[config.mk]
export PLATFORM = sky130hd
export DESIGN_NAME = fifo_ctrl
export DESIGN_NICKNAME = d
export VERILOG_FILES = /design/src/rtl/fifo_ctrl_pkg.sv /design/src/rtl/fifo_ctrl_ptr_counter.sv /design/src/rtl/fifo_ctrl.sv
export SDC_FILE = /design/constraint.sdc
export NUM_CORES = 1
export LEC_CHECK = 0
export ABC_AREA = 1
export BUFFER_PORTS_ARGS = -buffer_cell sky130_fd_sc_hd__buf_4
export CELL_PAD_IN_SITES_DETAIL_PLACEMENT = 0
export CELL_PAD_IN_SITES_GLOBAL_PLACEMENT = 1
export CORE_MARGIN = 5
export CORE_UTILIZATION = 30
export CTS_CLUSTER_DIAMETER = 80
export CTS_CLUSTER_SIZE = 24
export DETAILED_ROUTE_END_ITERATION = 12
export GPL_TIMING_DRIVEN = 0
export PLACE_DENSITY_LB_ADDON = 0.1
export SYNTH_ARGS = -nofsm -noshare
export SYNTH_HDL_FRONTEND = slang
export SYNTH_SLANG_ARGS = --single-unit
[constraint.sdc]
create_clock -name clk -period 2.2 [get_ports clk]
set_input_delay 0.33 -clock clk [delete_from_list [all_inputs] [get_ports clk]]
set_output_delay 0.33 -clock clk [all_outputs]
set_load 0.01 [all_outputs]
[src/rtl/fifo_ctrl_pkg.sv]
// fifo_ctrl_pkg
// Shared constants and types for the FIFO pointer/flag controller.
//   FIFO_DATA_W / FIFO_ADDR_W / FIFO_DEPTH : geometry of the backing memory
//   FIFO_AF_THRESH / FIFO_AE_THRESH        : default almost-full/empty thresholds
//   fifo_status_t                          : registered status flag bundle
package fifo_ctrl_pkg;

  localparam int FIFO_DATA_W    = 10;
  localparam int FIFO_ADDR_W    = 3;
  localparam int FIFO_DEPTH     = 2 ** FIFO_ADDR_W;
  localparam int FIFO_AF_THRESH = 6;
  localparam int FIFO_AE_THRESH = 2;

  typedef struct packed {
    logic full;
    logic empty;
    logic almost_full;
    logic almost_empty;
    logic overflow_err;
    logic underflow_err;
  } fifo_status_t;

  // Status immediately after reset: empty and almost-empty, nothing else.
  localparam fifo_status_t FIFO_STATUS_RST = '{
    full:          1'b0,
    empty:         1'b1,
    almost_full:   1'b0,
    almost_empty:  1'b1,
    overflow_err:  1'b0,
    underflow_err: 1'b0
  };

endpackage

[src/rtl/fifo_ctrl_ptr_counter.sv]
// ptr_counter
// Wrapping W-bit address counter with enable and synchronous reset.
// Ports:
//   clk   : clock
//   rst   : synchronous active-high reset, clears the pointer to 0
//   en_i  : advance the pointer by one on this edge
//   ptr_o : current pointer value (registered)
module ptr_counter
  import fifo_ctrl_pkg::*;
#(
  parameter int W = FIFO_ADDR_W
) (
  input  logic         clk,
  input  logic         rst,
  input  logic         en_i,
  output logic [W-1:0] ptr_o
);

  logic [W-1:0] ptr_q;
  logic [W-1:0] ptr_d;

  // Natural W-bit rollover gives the wrap from depth-1 back to 0.
  always_comb begin
    ptr_d = ptr_q;
    if (en_i) ptr_d = ptr_q + W'(1);
  end

  always_ff @(posedge clk) begin
    if (rst) ptr_q <= '0;
    else     ptr_q <= ptr_d;
  end

  assign ptr_o = ptr_q;

endmodule

[src/rtl/fifo_ctrl.sv]
// fifo_ctrl
// Pointer, occupancy and flag controller that turns a dual-pointer memory
// into a synchronous FIFO.
// Ports:
//   clk, rst                    : clock, synchronous active-high reset
//   push, pop, data_in          : producer/consumer requests and write data
//   wr_enb, rd_enb              : memory write/read enables (accepted requests)
//   wr_ptr, rd_ptr              : memory write/read addresses
//   mem_data_in                 : memory write data (data_in passed through)
//   data_valid                  : memory read data valid (pop accepted last edge)
//   full, empty                 : occupancy == depth / == 0
//   almost_full, almost_empty   : occupancy >= AF_THRESH / <= AE_THRESH
//   fifo_count                  : current occupancy, 0..depth
//   overflow_err, underflow_err : sticky error flags, cleared only by rst
module fifo_ctrl
  import fifo_ctrl_pkg::*;
#(
  parameter int DATA_W    = FIFO_DATA_W,
  parameter int ADDR_W    = FIFO_ADDR_W,
  parameter int AF_THRESH = FIFO_AF_THRESH,
  parameter int AE_THRESH = FIFO_AE_THRESH
) (
  input  logic              clk,
  input  logic              rst,
  input  logic              push,
  input  logic              pop,
  input  logic [DATA_W-1:0] data_in,
  output logic              wr_enb,
  output logic              rd_enb,
  output logic [ADDR_W-1:0] wr_ptr,
  output logic [ADDR_W-1:0] rd_ptr,
  output logic [DATA_W-1:0] mem_data_in,
  output logic              data_valid,
  output logic              full,
  output logic              empty,
  output logic              almost_full,
  output logic              almost_empty,
  output logic [ADDR_W:0]   fifo_count,
  output logic              overflow_err,
  output logic              underflow_err
);

  localparam int CW = ADDR_W + 1;
  localparam logic [CW-1:0] DEPTH_C = CW'(2 ** ADDR_W);
  localparam logic [CW-1:0] AF_C    = CW'(AF_THRESH);
  localparam logic [CW-1:0] AE_C    = CW'(AE_THRESH);

  // Request handshake: push/pop are requests held by producer/consumer;
  // a request is taken on the rising edge where its *_acc term is high
  // (visible as wr_enb/rd_enb). A pop is taken whenever the FIFO holds data.
  // A push is taken when there is room, or when full but a pop is taken on
  // the same edge. There is no fall-through: a push into an empty FIFO never
  // satisfies a pop on the same edge. Nothing is taken while rst is high.
  logic           push_acc;
  logic           pop_acc;
  logic [CW-1:0]  count_q, count_d;
  fifo_status_t   status_q, status_d;
  logic           data_valid_q;

  always_comb begin
    pop_acc  = ~rst & pop  & ~status_q.empty;
    push_acc = ~rst & push & (~status_q.full | pop_acc);

    count_d = count_q;
    unique case ({push_acc, pop_acc})
      2'b10:   count_d = count_q + CW'(1);
      2'b01:   count_d = count_q - CW'(1);
      default: count_d = count_q;
    endcase

    // Flags are computed from the next count so they line up with fifo_count.
    status_d               = status_q;
    status_d.full          = (count_d == DEPTH_C);
    status_d.empty         = (count_d == '0);
    status_d.almost_full   = (count_d >= AF_C);
    status_d.almost_empty  = (count_d <= AE_C);
    // A push while full is only an error if no pop frees a slot this edge.
    status_d.overflow_err  = status_q.overflow_err  | (push & status_q.full & ~pop);
    status_d.underflow_err = status_q.underflow_err | (pop & status_q.empty);
  end

  always_ff @(posedge clk) begin
    if (rst) begin
      count_q      <= '0;
      status_q     <= FIFO_STATUS_RST;
      data_valid_q <= 1'b0;
    end else begin
      count_q      <= count_d;
      status_q     <= status_d;
      data_valid_q <= pop_acc;
    end
  end

  ptr_counter #(.W(ADDR_W)) u_wr_ptr (
    .clk   (clk),
    .rst   (rst),
    .en_i  (push_acc),
    .ptr_o (wr_ptr)
  );

  ptr_counter #(.W(ADDR_W)) u_rd_ptr (
    .clk   (clk),
    .rst   (rst),
    .en_i  (pop_acc),
    .ptr_o (rd_ptr)
  );

  assign wr_enb        = push_acc;
  assign rd_enb        = pop_acc;
  assign mem_data_in   = data_in;
  assign data_valid    = data_valid_q;
  assign fifo_count    = count_q;
  assign full          = status_q.full;
  assign empty         = status_q.empty;
  assign almost_full   = status_q.almost_full;
  assign almost_empty  = status_q.almost_empty;
  assign overflow_err  = status_q.overflow_err;
  assign underflow_err = status_q.underflow_err;

endmodule
* After elaboration in Yosys (flattened, before gate mapping)
Index checks and enable logic that the tools add are counted.
** Storage, ports and cells
- Bits in registers :: 17
- Input port bits :: 14
- Output and inout port bits :: 29
- Logic and storage cells :: 35
** Cells by class
- Add/subtract/negate cells :: 4
- Order comparisons :: 2
- Eq/ne operators :: 3
- Mux-type cells :: 1
- Bitwise gates (word level) :: 14
- Reduce and logical (&&, ||, !) cells :: 1
** Operators by type and width (count)
- $pmux W4 S2 :: 1
- $and A1 B1 Y1 :: 7
- $add A3 B1 Y3 const B :: 2
- $add A4 B1 Y4 const B :: 1
- $eq A4 B4 Y1 const B :: 1
- $ge A4 B3 Y1 const B :: 1
- $le A4 B2 Y1 const B :: 1
- $logic_not A4 Y1 :: 1
- $not A1 Y1 :: 4
- $sub A4 B1 Y4 const B :: 1
- $or A1 B1 Y1 :: 3
- $eq A2 B1 Y1 const B :: 1
- $eq A2 B2 Y1 const B :: 1

* Logic depth before layout (Yosys ltp)
- Word-level depth :: 8
- Gate-level depth with buffers :: 14
- Gate-level depth less buffers :: 14

* Cells and area by module
Synthesis repeated with hierarchy kept, for this count alone.
** Second synthesis, totals
- Cell total of the unflattened synthesis :: 119
- Area total of the unflattened synthesis :: 864.6 µm²
** Modules (own cells, without submodules)
- fifo_ctrl :: instances 1, cells an instance 85, area each 614.3 µm², seq. area each 220.2 µm²
- ptr_counter :: instances 2, cells an instance 17, area each 125.1 µm², seq. area each 60.1 µm²

* Worst setup path before layout
Ideal clock, no wire load.
- Kind :: in2reg
- Start point :: in rst
- End point :: reg status_q (netlist bit empty)
- Setup time :: 123 ps
- Arrival :: 1909 ps
- Required time :: 2077 ps
- Slack :: 168 ps
- Stages on the path :: 9
- Buffers on the path :: 1
- Cell sequence :: buf_4 > nor2_1 > ha_1 > inv_1 > fa_1 > o21ai_1 > nor2_1 > a21oi_1 > a21oi_1
** Between the ends
- Cells in the longest elaborated chain, start to end :: 8
- Elaborated cells between the ends (all ways) :: 10
- Classes of those cells :: eq/ne (2); mux (1); bitwise (6); reduce/logical (1)
** RTL lines
- start, declared :: RTL line fifo_ctrl.sv:24 : input logic rst,
- $not A1 Y1 * :: RTL line fifo_ctrl.sv:61 : pop_acc = ~rst & pop & ~status_q.empty;
- $and A1 B1 Y1 * (2 in a row) :: RTL line fifo_ctrl.sv:61
- net rd_enb :: RTL line fifo_ctrl.sv:29 : output logic rd_enb,
- $or A1 B1 Y1 :: RTL line fifo_ctrl.sv:62 : push_acc = ~rst & push & (~status_q.full | pop_acc);
- $and A1 B1 Y1 :: RTL line fifo_ctrl.sv:62
- $eq A2 B1 Y1 / $eq A2 B2 Y1 (equally long branches) :: RTL line fifo_ctrl.sv:65 : unique case ({push_acc, pop_acc})
- $pmux W4 S2 * :: RTL line fifo_ctrl.sv:65
- $logic_not A4 Y1 * :: RTL line fifo_ctrl.sv:74 : status_d.empty = (count_d == '0);
- end signal, assigned :: RTL line fifo_ctrl.sv:89 : status_q <= status_d;
- end, declared :: RTL line fifo_ctrl.sv:57 : fifo_status_t status_q, status_d;
Mark *: on every way through the listed nets, which the timed path passes. The rest lies on a longest branch.
A chain may end at the register's enable or synchronous reset.

* Final worst setup path
- Start point :: reg status_q (netlist bit empty)
- End point :: reg status_q (netlist bit almost_empty)
** Between the ends
- Cells in the longest elaborated chain, start to end :: 7
- Elaborated cells between the ends (all ways) :: 8
- Classes of those cells :: order compare (1); eq/ne (2); mux (1); bitwise (4)
** RTL lines
- $not A1 Y1 * :: RTL line fifo_ctrl.sv:61
- $and A1 B1 Y1 * :: RTL line fifo_ctrl.sv:61
- $or A1 B1 Y1 :: RTL line fifo_ctrl.sv:62
- $and A1 B1 Y1 :: RTL line fifo_ctrl.sv:62
- $eq A2 B1 Y1 / $eq A2 B2 Y1 (equally long branches) :: RTL line fifo_ctrl.sv:65
- $pmux W4 S2 * :: RTL line fifo_ctrl.sv:65
- $le A4 B2 Y1 * :: RTL line fifo_ctrl.sv:76 : status_d.almost_empty = (count_d <= AE_C);
Every way passes the cells marked *; elsewhere a longest branch is shown, timed or not.

==> summary.txt <==
Pin count of the biggest net entering global routing - 11
Fin cells - 182
First-pass GRT wire length - 3200 µm
Crit path DAT - 2.20 ns
P_int - 0.581 mW
Flop pwr share - 43.8%
Level count of the clock H-tree - 1
GPL Wtd Cong - 0.751
Peak VDD IR - 0.606 mV
Synth Area in Adders - 9.66%
Worst EP required - 2.38 ns
Final period util - 91.6%
WL/cell - 10.2 µm
CP Max Fanout - 6
P_sw - 0.299 mW
CP Launch Type - flip-flop
Xor and xnor area share after synthesis - 2.05%
Die width - 63.4 µm
Hold path endpoint - fifo_count[0]
Sw Share - 34.0%
Post-placement cell area - 1130 µm²
Critical setup path kind - reg2reg
Clock Tree Root - clkbuf_4
Total clock buffers created by CTS - 3
Post-synth cell types - 16
Post-Syn Nets - 134
Top cells by count, synth - nand2_1 (25), dfxtp_1 (17), inv_1 (14)
Share of layout cells above drive strength 1 - 38.4%
Ys async rst share - 0%
Worst-Margin Slew - 0.247 ns
Antenna Nets Post-Route - 0
Synthesized flop and latch total - 17
Synthesis-to-finish area growth - 40.3%
Share of the synthesized area in the top cell type - 39.8%
GRT overflow - 0
Clock Power Share - 18.6%
Synth Area in Compound Gates - 8.78%
Ant diodes - 0
TritonCTS clock tree - built
Final min period - 2.02 ns
Dominant cells by area after synthesis - dfxtp_1 (40%), nand2_1 (11%), buf_4 (9.7%)
Placed cell count - 177
RSZ-0062 raised after global routing - no
Critical R2R Capture - almost_empty
Via Count - 807
Max transition margin - 83.6%
Cell count of the worst hold path - 2
Fmax - 496 MHz
Sequential-to-total area share from yosys stat - 39.8%
Yosys top cell by area - dfxtp_1
Initial DRC Count - 16
Initial antenna violation count - 0
Worst-Skew Late Latency - 0.29 ns
Post-Route WL - 1860 µm
Syn Area/Cell - 7.50 µm²
Core ar. - 2730 µm²
Fillers - 305
Max-capacitance violation count - 0
Fin. max-slew vios - 0
Clk_skew - 0.00373 ns
Worst Hold Class - in2reg
Pre-Repair DR Iteration Count - 4
Finished Core Util - 43.8%
DRC violations left - 0
Final setup vio count - 0
Initial core utilization - 31.3%
Clock sink total - 17
FP Rows - 19
PwrDens - 734 nW/µm²
Non-Filler Cell Area, Final - 1200 µm²
Largest family of logic cells by synthesized area - simple AND/OR/NAND/NOR gates
Worst Setup End Kind - flip-flop
Reg clk slew, reported paths - 0.10 ns
Pwr Total - 0.880 mW
Min-delay src - rst
Main synth FF type - dfxtp_1
Nets - 172
Leak - 0.624 nW
Mapped Area - 855 µm²
Combinational fraction of design power - 37.6%
Vias per std cell - 4.43
Post-synthesis simple-gate area fraction - 23.0%
Worst-case clock buffer depth - 2
# IOs - 43
Worst Reg-to-Reg Cells - 12
Die extent in y - 63.4 µm
Die area - 4020 µm²
Port Buf Inserts - 32
DP Wirelength - 1540 µm
Hold Vio Cnt, Final - 0
Most numerous cell in the Yosys netlist - nand2_1
Worst reg-to-reg setup slack - 0.18 ns
Post-synth EDFFs - 0
Status - finished clean
Yosys warning count - 0
Syn Inst Count - 114
Vias in the first global route - 752
GRT Util Overall - 9.67%
Worst R2R Start - empty
Multiplexer share of the synthesized area - 0%
worst max-delay path, cell delays in order (launching register included):
cell and delay (ns):
dfxtp_2 0.34, inv_1 0.06, nand2_2 0.10, nand2_2 0.11
nand3_4 0.09, ha_4 0.19, inv_1 0.08, fa_1 0.43
o21ai_2 0.20, buf_4 0.14, nand2_1 0.04, o21ai_1 0.08
a21oi_1 0.05
flip-flops by register name (all words and copies together) (netlist names):
name            flops
data_valid          1
almost_empty        1
fifo_count          4
overflow_err        1
u_wr_ptr.ptr_o      3
u_rd_ptr.ptr_o      3
full                1
underflow_err       1
almost_full         1
empty               1
metal layers:
layer / share of wire [%] / wire, µm / GRT usage (%) / up-vias
met5: 0 / 0 / 0 / -
met4: 0.70 / 13 / 1.56 / 0
met3: 9.4 / 175 / 5.15 / 2
met2: 49 / 909 / 16.1 / 24
met1: 41 / 762 / 11.1 / 362
li1: - / - / - / 419
logic make-up after synthesis:
family	count (synthesis)
and+or+nand+nor	47
buffers and inverters	27
DFF	17
AOI/OAI and AO/OA	15
adders and majority gates	6
xor gates and xnor gates	2
worst max path at each step:
stage,cells after the start,slack [ns],endpoint,start
after floorplan,9,0.17,empty,rst
after global placement,10,-0.15,empty,rst
after detailed placement,10,-0.13,empty,rst
after CTS,11,0.06,empty,empty
after global routing,12,0.03,almost_empty,empty
final,12,0.18,almost_empty,empty
placed cells by master, fill, tap and decap left out, types with 3 or more instances in the layout:
cell      instances
a21oi_1          11
nand2_1          24
inv_1            14
nor2_1           12
ha_1              4
buf_4            44
nand2_2           3
nand3_1           5
dfxtp_1          16
clkbuf_4          3
metrics by stage:
step	hold slack [ns]	TNS, ns	worst slack, ns
final	0.242	0	0.185
after global routing	0.221	0	0.0330
after CTS	0.225	0	0.0636
after detailed placement	0.458	-0.180	-0.126
after global placement	0.445	-0.256	-0.148
after floorplan	0.411	0	0.168
power by group through the flow:
stage / clock (mW) / sequential, mW / combinational [mW]
2_1_floorplan: 0 / 0.409 / 0.165
5_1_grt: 0.193 / 0.396 / 0.371
3_5_place_dp: 0 / 0.392 / 0.312
4_1_cts: 0.176 / 0.385 / 0.317
3_3_place_gp: 0 / 0.391 / 0.311
6_report: 0.164 / 0.385 / 0.331
area by class of cell:
| cell class | count | area (µm²) | share of cell area, % |
|---|---|---|---|
| clock inverter | 1 | 5.00 | 0.418 |
| multi-input combinational | 70 | 400 | 33.4 |
| sequential | 17 | 342 | 28.5 |
| inverter | 16 | 60.1 | 5.01 |
| clock buffer | 3 | 22.5 | 1.88 |
| timing repair buffer | 33 | 248 | 20.7 |
| tap | 31 | 38.8 | 3.24 |
| buffer | 11 | 82.6 | 6.89 |
what timing repair did:
action                     in CTS  in global routing
pin swaps                       0                  1
buffers inserted                0                  1
setup endpoints to repair       1                  5
hold buffers                    0                  0
resized for setup               1                  6
hold endpoints to repair        0                  0
Note: power is estimated with default switching activity, not from simulation.
